`config.mk`:
```
export PLATFORM = sky130hd
export DESIGN_NAME = synaptic_current_integrator
export DESIGN_NICKNAME = d
export VERILOG_FILES = /design/src/rtl/rsnn_pkg.sv /design/src/rtl/synapse_weight_rf.sv /design/src/rtl/synaptic_current_integrator.sv
export SDC_FILE = /design/constraint.sdc
export NUM_CORES = 1
export LEC_CHECK = 0
export CAP_MARGIN = 0
export CORE_MARGIN = 10
export CORE_UTILIZATION = 55
export CTS_CLUSTER_SIZE = 28
export DETAILED_ROUTE_END_ITERATION = 6
export HOLD_SLACK_MARGIN = 0.02
export PLACE_DENSITY_LB_ADDON = 0.05
export SYNTH_ARGS = -nofsm -noshare
export SYNTH_HDL_FRONTEND = slang
export SYNTH_SLANG_ARGS = --single-unit
```
`constraint.sdc`:
```
create_clock -name clk -period 4.1 [get_ports clk]
set_input_delay 0.41 -clock clk [delete_from_list [all_inputs] [get_ports clk]]
set_output_delay 0.41 -clock clk [all_outputs]
set_load 0.05 [all_outputs]
```
`src/rtl/rsnn_pkg.sv`:
```
// Shared RSNN datapath types: scan FSM states and the
// signed-8 saturation used by synapse and neuron clamps.
package rsnn_pkg;

  localparam int W_WIDTH_DEF = 8;

  typedef enum logic [1:0] {
    IDLE,
    SCAN,
    DONE
  } state_t;

  function automatic logic signed [7:0] sat8(
    input logic signed [31:0] v
  );
    if (v > 32'sd127)
      return 8'sh7f;
    else if (v < -32'sd128)
      return 8'sh80;
    else
      return v[7:0];
  endfunction

endpackage

```
`src/rtl/synapse_weight_rf.sv`:
```
// N x W synaptic weight register file: one write port,
// one combinational read port, async active-low clear.
module synapse_weight_rf #(
  parameter int N  = 8,
  parameter int W  = 8,
  localparam int AW = $clog2(N)
) (
  input  logic          clk,
  input  logic          rst_n,
  input  logic          wr_en,
  input  logic [AW-1:0] wr_addr,
  input  logic [W-1:0]  wr_data,
  input  logic [AW-1:0] rd_addr,
  output logic [W-1:0]  rd_data
);

  logic [W-1:0] mem [N];

  always_ff @(posedge clk or negedge rst_n) begin
    if (!rst_n) begin
      for (int i = 0; i < N; i++)
        mem[i] <= '0;
    end else if (wr_en) begin
      mem[wr_addr] <= wr_data;
    end
  end

  assign rd_data = mem[rd_addr];

endmodule

```
`src/rtl/synaptic_current_integrator.sv`:
```
// Serial spike-weighted current integrator feeding the LIF neuron.
// Optional exponential trace: define SYN_CURRENT_DECAY_EN.
module synaptic_current_integrator
  import rsnn_pkg::*;
#(
  parameter int N_INPUTS = 8,
  parameter int W_WIDTH  = W_WIDTH_DEF,
  localparam int IW = $clog2(N_INPUTS)
) (
  input  logic                clk,
  input  logic                rst_n,
  input  logic                tick,
  input  logic [N_INPUTS-1:0] spikes_in,
  input  logic                w_wr_en,
  input  logic [IW-1:0]       w_addr,
  input  logic [W_WIDTH-1:0]  w_data,
  output logic                busy,
  output logic [W_WIDTH-1:0]  current_out,
  output logic                current_valid
);

  localparam int ACC_WIDTH = W_WIDTH + IW + 1;
  localparam int XW = ACC_WIDTH - W_WIDTH;

  state_t state, state_nx;

  logic [N_INPUTS-1:0]        snap;
  logic [IW-1:0]              idx;
  logic signed [ACC_WIDTH-1:0] acc;
  logic signed [ACC_WIDTH-1:0] total;
  logic signed [ACC_WIDTH-1:0] w_ext;
  logic signed [31:0]         total32;
  logic [W_WIDTH-1:0]         rd_w;
  logic                       last;

  synapse_weight_rf #(
    .N(N_INPUTS),
    .W(W_WIDTH)
  ) u_rf (
    .clk    (clk),
    .rst_n  (rst_n),
    .wr_en  (w_wr_en),
    .wr_addr(w_addr),
    .wr_data(w_data),
    .rd_addr(idx),
    .rd_data(rd_w)
  );

  assign last  = (idx == IW'(N_INPUTS - 1));
  assign w_ext = {{XW{rd_w[W_WIDTH-1]}}, rd_w};

`ifdef SYN_CURRENT_DECAY_EN
  // previous current halved, floored toward -inf
  assign total = acc + {{(XW + 1){current_out[W_WIDTH-1]}},
                        current_out[W_WIDTH-1:1]};
`else
  assign total = acc;
`endif

  assign total32 = {{(32 - ACC_WIDTH){total[ACC_WIDTH-1]}}, total};

  always_ff @(posedge clk or negedge rst_n) begin
    if (!rst_n)
      state <= IDLE;
    else
      state <= state_nx;
  end

  always_comb begin
    state_nx = state;
    unique case (state)
      IDLE:    if (tick) state_nx = SCAN;
      SCAN:    if (last) state_nx = DONE;
      DONE:    state_nx = IDLE;
      default: state_nx = IDLE;
    endcase
  end

  always_comb begin
    busy = (state != IDLE) || current_valid;
  end

  always_ff @(posedge clk or negedge rst_n) begin
    if (!rst_n) begin
      snap          <= '0;
      idx           <= '0;
      acc           <= '0;
      current_out   <= '0;
      current_valid <= 1'b0;
    end else begin
      current_valid <= (state == DONE);
      unique case (1'b1)
        (state == IDLE): begin
          if (tick) begin
            snap <= spikes_in;
            acc  <= '0;
            idx  <= '0;
          end
        end
        (state == SCAN): begin
          if (snap[idx]) acc <= acc + w_ext;
          if (!last) idx <= idx + 1'b1;
        end
        (state == DONE): begin
          current_out <= W_WIDTH'(sat8(total32));
        end
        default: ;
      endcase
    end
  end

endmodule
```
* Yosys cells after proc, flatten, opt, wreduce, memory -nomap -nowiden
Index checks and enable logic that the tools add are counted.
Operators by class: $add $sub $neg 2, multipliers 0, divide/modulo/power cells 0, order comparisons 6, equal/unequal tests 7, shift-type cells 0, muxes and demuxes 19, bitwise operators 2, reduce and logical (&&, ||, !) cells 9
Operators with widths (number):
- 64-bit bitwise mux | 1
- 8-bit 2-to-1 mux | 5
- 8-bit binary-select mux with 3-bit select | 1
- 8-bit demux with 3-bit select | 1
- 12-bit 2-to-1 mux | 2
- 12-bit case mux with 2 select lines | 1
- 12-bit by 8-bit adder with 12-bit output | 1
- 12-bit by 8-bit > comparator with 1-bit output (second input constant) | 1
- 12-bit by 8-bit less-than comparator with 1-bit output (second input constant) | 1
- 4-bit >= comparator (second input constant) | 2
- 3-bit inverter with 4-bit output | 2
- 3-bit 2-to-1 mux | 2
- 2-bit != test (second input constant) | 3
- 3-bit case mux with 2 select lines | 1
- 3-bit AND reduction | 2
- 3-bit by 4-bit less-than comparator with 1-bit output (second input constant) | 1
- 4-bit by 1-bit less-than comparator with 1-bit output (second input constant) | 1
- 2-bit 2-to-1 mux | 2
- 2-bit case mux with 2 select lines | 1
- 2-bit AND reduction | 2
- 2-bit nonzero test | 2
- 3-bit by 1-bit adder with 3-bit output (second input constant) | 1
- 1-bit binary-select mux with 3-bit select | 1
- 3-bit == test (second input constant) | 1
- other kinds (7) | 7
Storage, ports and cells: flip-flop bits (word level) 98, bits in latches 0, bits in writable memories 0, memory bits (read-only) 0, input bits 23, output and inout port bits 10, word-level logic and storage cells 59, memories kept 0

* Logic depth before layout (Yosys ltp)
depth in word-level cells 7, mapped depth 12, mapped depth without buffers 10

* Cells and area by module
From an unflattened synthesis, not the netlist that was laid out.
Unflattened totals: cells, all modules 349, area total of the unflattened synthesis 4895.9 µm²
Modules (own cells, without submodules):
- synapse_weight_rf | instances 1, cells each 172, area each 2992.9 µm², sequential area each 1601.5 µm²
- synaptic_current_integrator | instances 1, cells each 177, area each 1903.1 µm², sequential area each 850.8 µm²

* Least setup slack after synthesis
OpenSTA, ideal clock, no wires.
path kind flip-flop to flip-flop, start reg idx[0], end reg acc[10], library setup time 0.133 ns, arrival 3.211 ns, required time 3.967 ns, slack 0.756 ns, stages on the path, launching flop included 13, path buffers 2, period minus slack after synthesis 3.344 ns, path through dfrtp_1 -> buf_6 -> buf_2 -> mux4_2 -> mux2_2 -> ha_1 -> fa_1 -> a21o_1 -> a21oi_1 -> o21ai_0 -> a221oi_1 -> xor2_1 -> o21ai_0
On the way: word-level cells in the longest chain between the ends 7, elaborated cells between the ends (all ways) 11, classes of those cells add/sub (1); eq/ne (1); mux (7); bitwise (1); reduce/logical (1)
Ends and longest elaborated chain:
- from (decl) | RTL line synaptic_current_integrator.sv:28 | logic [IW-1:0] idx;
- from (signal assigned) | RTL line synaptic_current_integrator.sv:102 | if (!last) idx <= idx + 1'b1;
- 3-bit inverter with 4-bit output (not written as such) | RTL line synapse_weight_rf.sv:28 | assign rd_data = mem[rd_addr];
- 8-bit binary-select mux with 3-bit select | RTL line synapse_weight_rf.sv:28
- 8-bit 2-to-1 mux (not written as such) (2 in series) | RTL line synapse_weight_rf.sv:28
- 12-bit by 8-bit adder with 12-bit output | RTL line synaptic_current_integrator.sv:101 | if (snap[idx]) acc <= acc + w_ext;
- 12-bit 2-to-1 mux | RTL line synaptic_current_integrator.sv:101
- 12-bit case mux with 2 select lines | RTL line synaptic_current_integrator.sv:92 | unique case (1'b1)
- to (signal assigned) | RTL line synaptic_current_integrator.sv:101
- to (decl) | RTL line synaptic_current_integrator.sv:29 | logic signed [ACC_WIDTH-1:0] acc;
Several ways; a longest one is shown, not always the timed one. The select of a mux whose other input is x is not followed. A chain may end at the register's enable or synchronous reset.

* Final worst setup path
Same ends and word-level chain as after synthesis.

==> out/qor.csv <==
metric,value,unit
status,"complete, no violations",
CP Launch Type,flip-flop,
average wire per standard cell,19.0,um
GRT Util Overall,15.7,%
critical path cell sequence,"buf_4, mux4_2, mux2_2, fa_1, a21o_1, a21oi_1, o21ai_0, a221oi_1, xor2_1, o21ai_0",
CTS clock-pin slew for the worst setup and hold paths,100,ps
internal power,2.49,mW
sequential fraction of the synthesis area,51.1,%
nets,433,
Inserted Diodes,0,
final core occ,63.1,%
switching share of power,37.7,%
CTS sink cnt,98,
"slowest stage delay, CP",660,ps
pwr/cell area,736,mW/mm^2
Clock Skews,14.4,ps
Die W,113,um
Crit. End Element,flip-flop,
standby leakage power,2.42,nW
Post-Syn Area,0.00480,mm^2
initial antenna violation count,0,
"Distinct cells, synth",43,
maximum clock path buffer count,2,
Starting Density,55.9,%
share of synthesized registers carrying an async set or reset,100,%
Rel. slew slack,40.6,%
root buffer cell,clkbuf_8,
FILL cells,702,
PostCTS Resize Cnt,0,
Port Buf Inserts,32,
clk_lat worst skew,370,ps
Syn Inst Count,364,
count of pins over their slew limit,0,
RSZ-0062 raised after global routing,false,
Most Frequent Cell on Critical Path,o21ai_0,
post-route cell area,0.00542,mm^2
Ports,33,
post-synthesis register bit count,98,
Die Area,0.0129,mm^2
area grow syn2layout,13.0,%
CTS tree,yes,
first-pass GRT wire length,16200,um
H-tree depth,3,
via count,2961,
Crit Path Class,reg2reg,
core box area,0.00859,mm^2
YS warnings,0,
Placement Cell Area,0.00520,mm^2
initial drt markers,125,
post-synthesis net count,401,
syn avg cell area,13.2,um^2
Max Freq,282,MHz
vias in the first global route,3096,
"Req. time, crit path",4350,ps
final hold viol count,0,
Hold Crit Class,in2async,
setup TNS,0,ps
crit share post-route,86.6,%
routability cong.,0.828,
DRT Wirelength,9680,um
# rows,34,
min Tclk post-route,3550,ps
pin slew with the least headroom to its limit,887,ps
Net Switching,1.50,mW
Main synth FF type,dfrtp_1,
DR vias/cell,5.82,
number of synthesized flops with an enable pin,0,
clock power share,17.6,%
GRT overflow,0,
reported max-cap violation count,0,
first drt pass iteration count,4,
combinational share of power,45.6,%
Setup Buffers After CTS,0,
"Max FO, Critical Path",11,
Final setup viols,0,
DRT antenna net count,0,
Crit-path slowest cell,dfrtp_1,
largest net degree at the start of global routing,59,
crit path DAT,3800,ps
total CTS buffers,9,
layout cell share with drive strength beyond 1,28.2,%
maximum VDD drop,0.302,mV
register share of total power,36.8,%
dpl hpwl,6820,um
DRC viols,0,
# hold bufs at CTS,0,
die height,113,um
## cell usage in the layout, fill, tap and decap left out, types with 2 or more instances in the layout
cell             instances
a21o_1                   7
a21oi_1                  7
a31oi_1                  2
a41oi_1                  2
and2_1                   2
buf_4                    4
bufinv_16                2
clkbuf_8                10
clkdlybuf4s50_1         31
clkinvlp_4               2
dfrtp_1                 98
ha_1                    13
inv_1                    3
mux2_2                  74
mux4_1                   7
mux4_2                  11
nand2_1                 55
nand2b_1                 3
nand3_1                  6
nand4_1                  3
nand4b_1                 3
nor2_1                   5
nor3_2                   2
nor3b_2                  2
o21a_1                   2
o21ai_0                 15
o31ai_1                  5
xnor2_1                  2
xor2_1                   5
## registers in the layout, summed over array words and instances (netlist names)
signal / flops
u_rf.mem: 64
acc: 12
current_out: 8
snap: 8
idx: 3
state: 2
current_valid: 1
## synth_stat cells (5+ instances only)
| cell type | instances | area [um^2] |
|---|---|---|
| nor2_1 | 5 | 18.8 |
| mux4_2 | 11 | 248 |
| o31ai_1 | 5 | 37.5 |
| nand2_1 | 55 | 206 |
| xor2_1 | 5 | 43.8 |
| mux4_1 | 7 | 184 |
| mux2_2 | 74 | 833 |
| o21ai_0 | 15 | 75.1 |
| dfrtp_1 | 98 | 2450 |
| nand3_1 | 6 | 30.0 |
| a21oi_1 | 7 | 35.0 |
| ha_1 | 13 | 163 |
| a21o_1 | 7 | 52.6 |
| clkbuf_1 | 8 | 30.0 |
## layout make-up
cell class / count / area, um^2 / share of cell area (%)
multi-input combinational: 248 / 2250 / 41.6
clock buffer: 10 / 138 / 2.54
inverter: 4 / 15.0 / 0.277
timing repair buffer: 35 / 340 / 6.27
clock inverter: 6 / 88.8 / 1.64
sequential: 98 / 2450 / 45.2
tap: 108 / 135 / 2.49
## through the flow
step / hold WS (ps) / worst slack (ps) / cells / total power [mW]
floorplan: 114 / 756 / 364 / 2.89
global placement: 452 / 557 / 493 / 3.29
detailed placement: 454 / 560 / 493 / 3.32
CTS: 113 / 520 / 509 / 4.03
global route: 126 / 317 / 509 / 4.30
finish: 78.9 / 548 / 509 / 3.99
## per-layer routing
layer  vias up  global-route usage (%)  part of all wire, %
met5         -                       0                    0
met4         0                    3.30                 0.61
met3         6                    4.36                  3.0
met2        41                    25.8                   50
met1      1510                    20.3                   47
li1       1404                       -                    -
## logic make-up after synthesis
| kind of cell | synth area share (%) |
|---|---|
| AOI/OAI and AO/OA | 6.25 |
| xor gates and xnor gates | 1.28 |
| buffers and inverters | 1.95 |
| adders and majority gates | 3.81 |
| muxes | 26.9 |
| DFF | 51.1 |
| and+or+nand+nor | 8.76 |
## worst max-delay path, delay by kind of cell (launching register included)
family / cells / cell delay, ps
adder cells (fa/ha/maj): 1 / 440
buffers and inverters: 1 / 340
AO/OA/AOI/OAI: 5 / 1000
flip-flops: 1 / 660
XOR/XNOR: 1 / 160
multiplexers: 2 / 820
## power groups by stage
stage | sequential [mW] | combinational [mW] | clock [mW]
6_report | 1.47 | 1.82 | 0.701
5_1_grt | 1.51 | 2.03 | 0.758
4_1_cts | 1.47 | 1.84 | 0.717
3_5_place_dp | 1.49 | 1.83 | 0
3_3_place_gp | 1.48 | 1.81 | 0
2_1_floorplan | 1.48 | 1.41 | 0
## worst paths after layout
path | from | to | slack [ps] | cells after the start
max in group asynchronous | rst_n | u_rf.mem[0] | 3030 | 2
setup / recovery | idx[0] | acc[10] | 550 | 10
hold reg to reg | current_out[6] | current_out[6] | 480 | 2
hold / removal | rst_n | current_out[4] | 80 | 1
setup reg to reg | idx[0] | acc[10] | 550 | 10
min in group clk | current_out[6] | current_out[6] | 480 | 2
No activity file was read; power rests on OpenSTA's default activity.
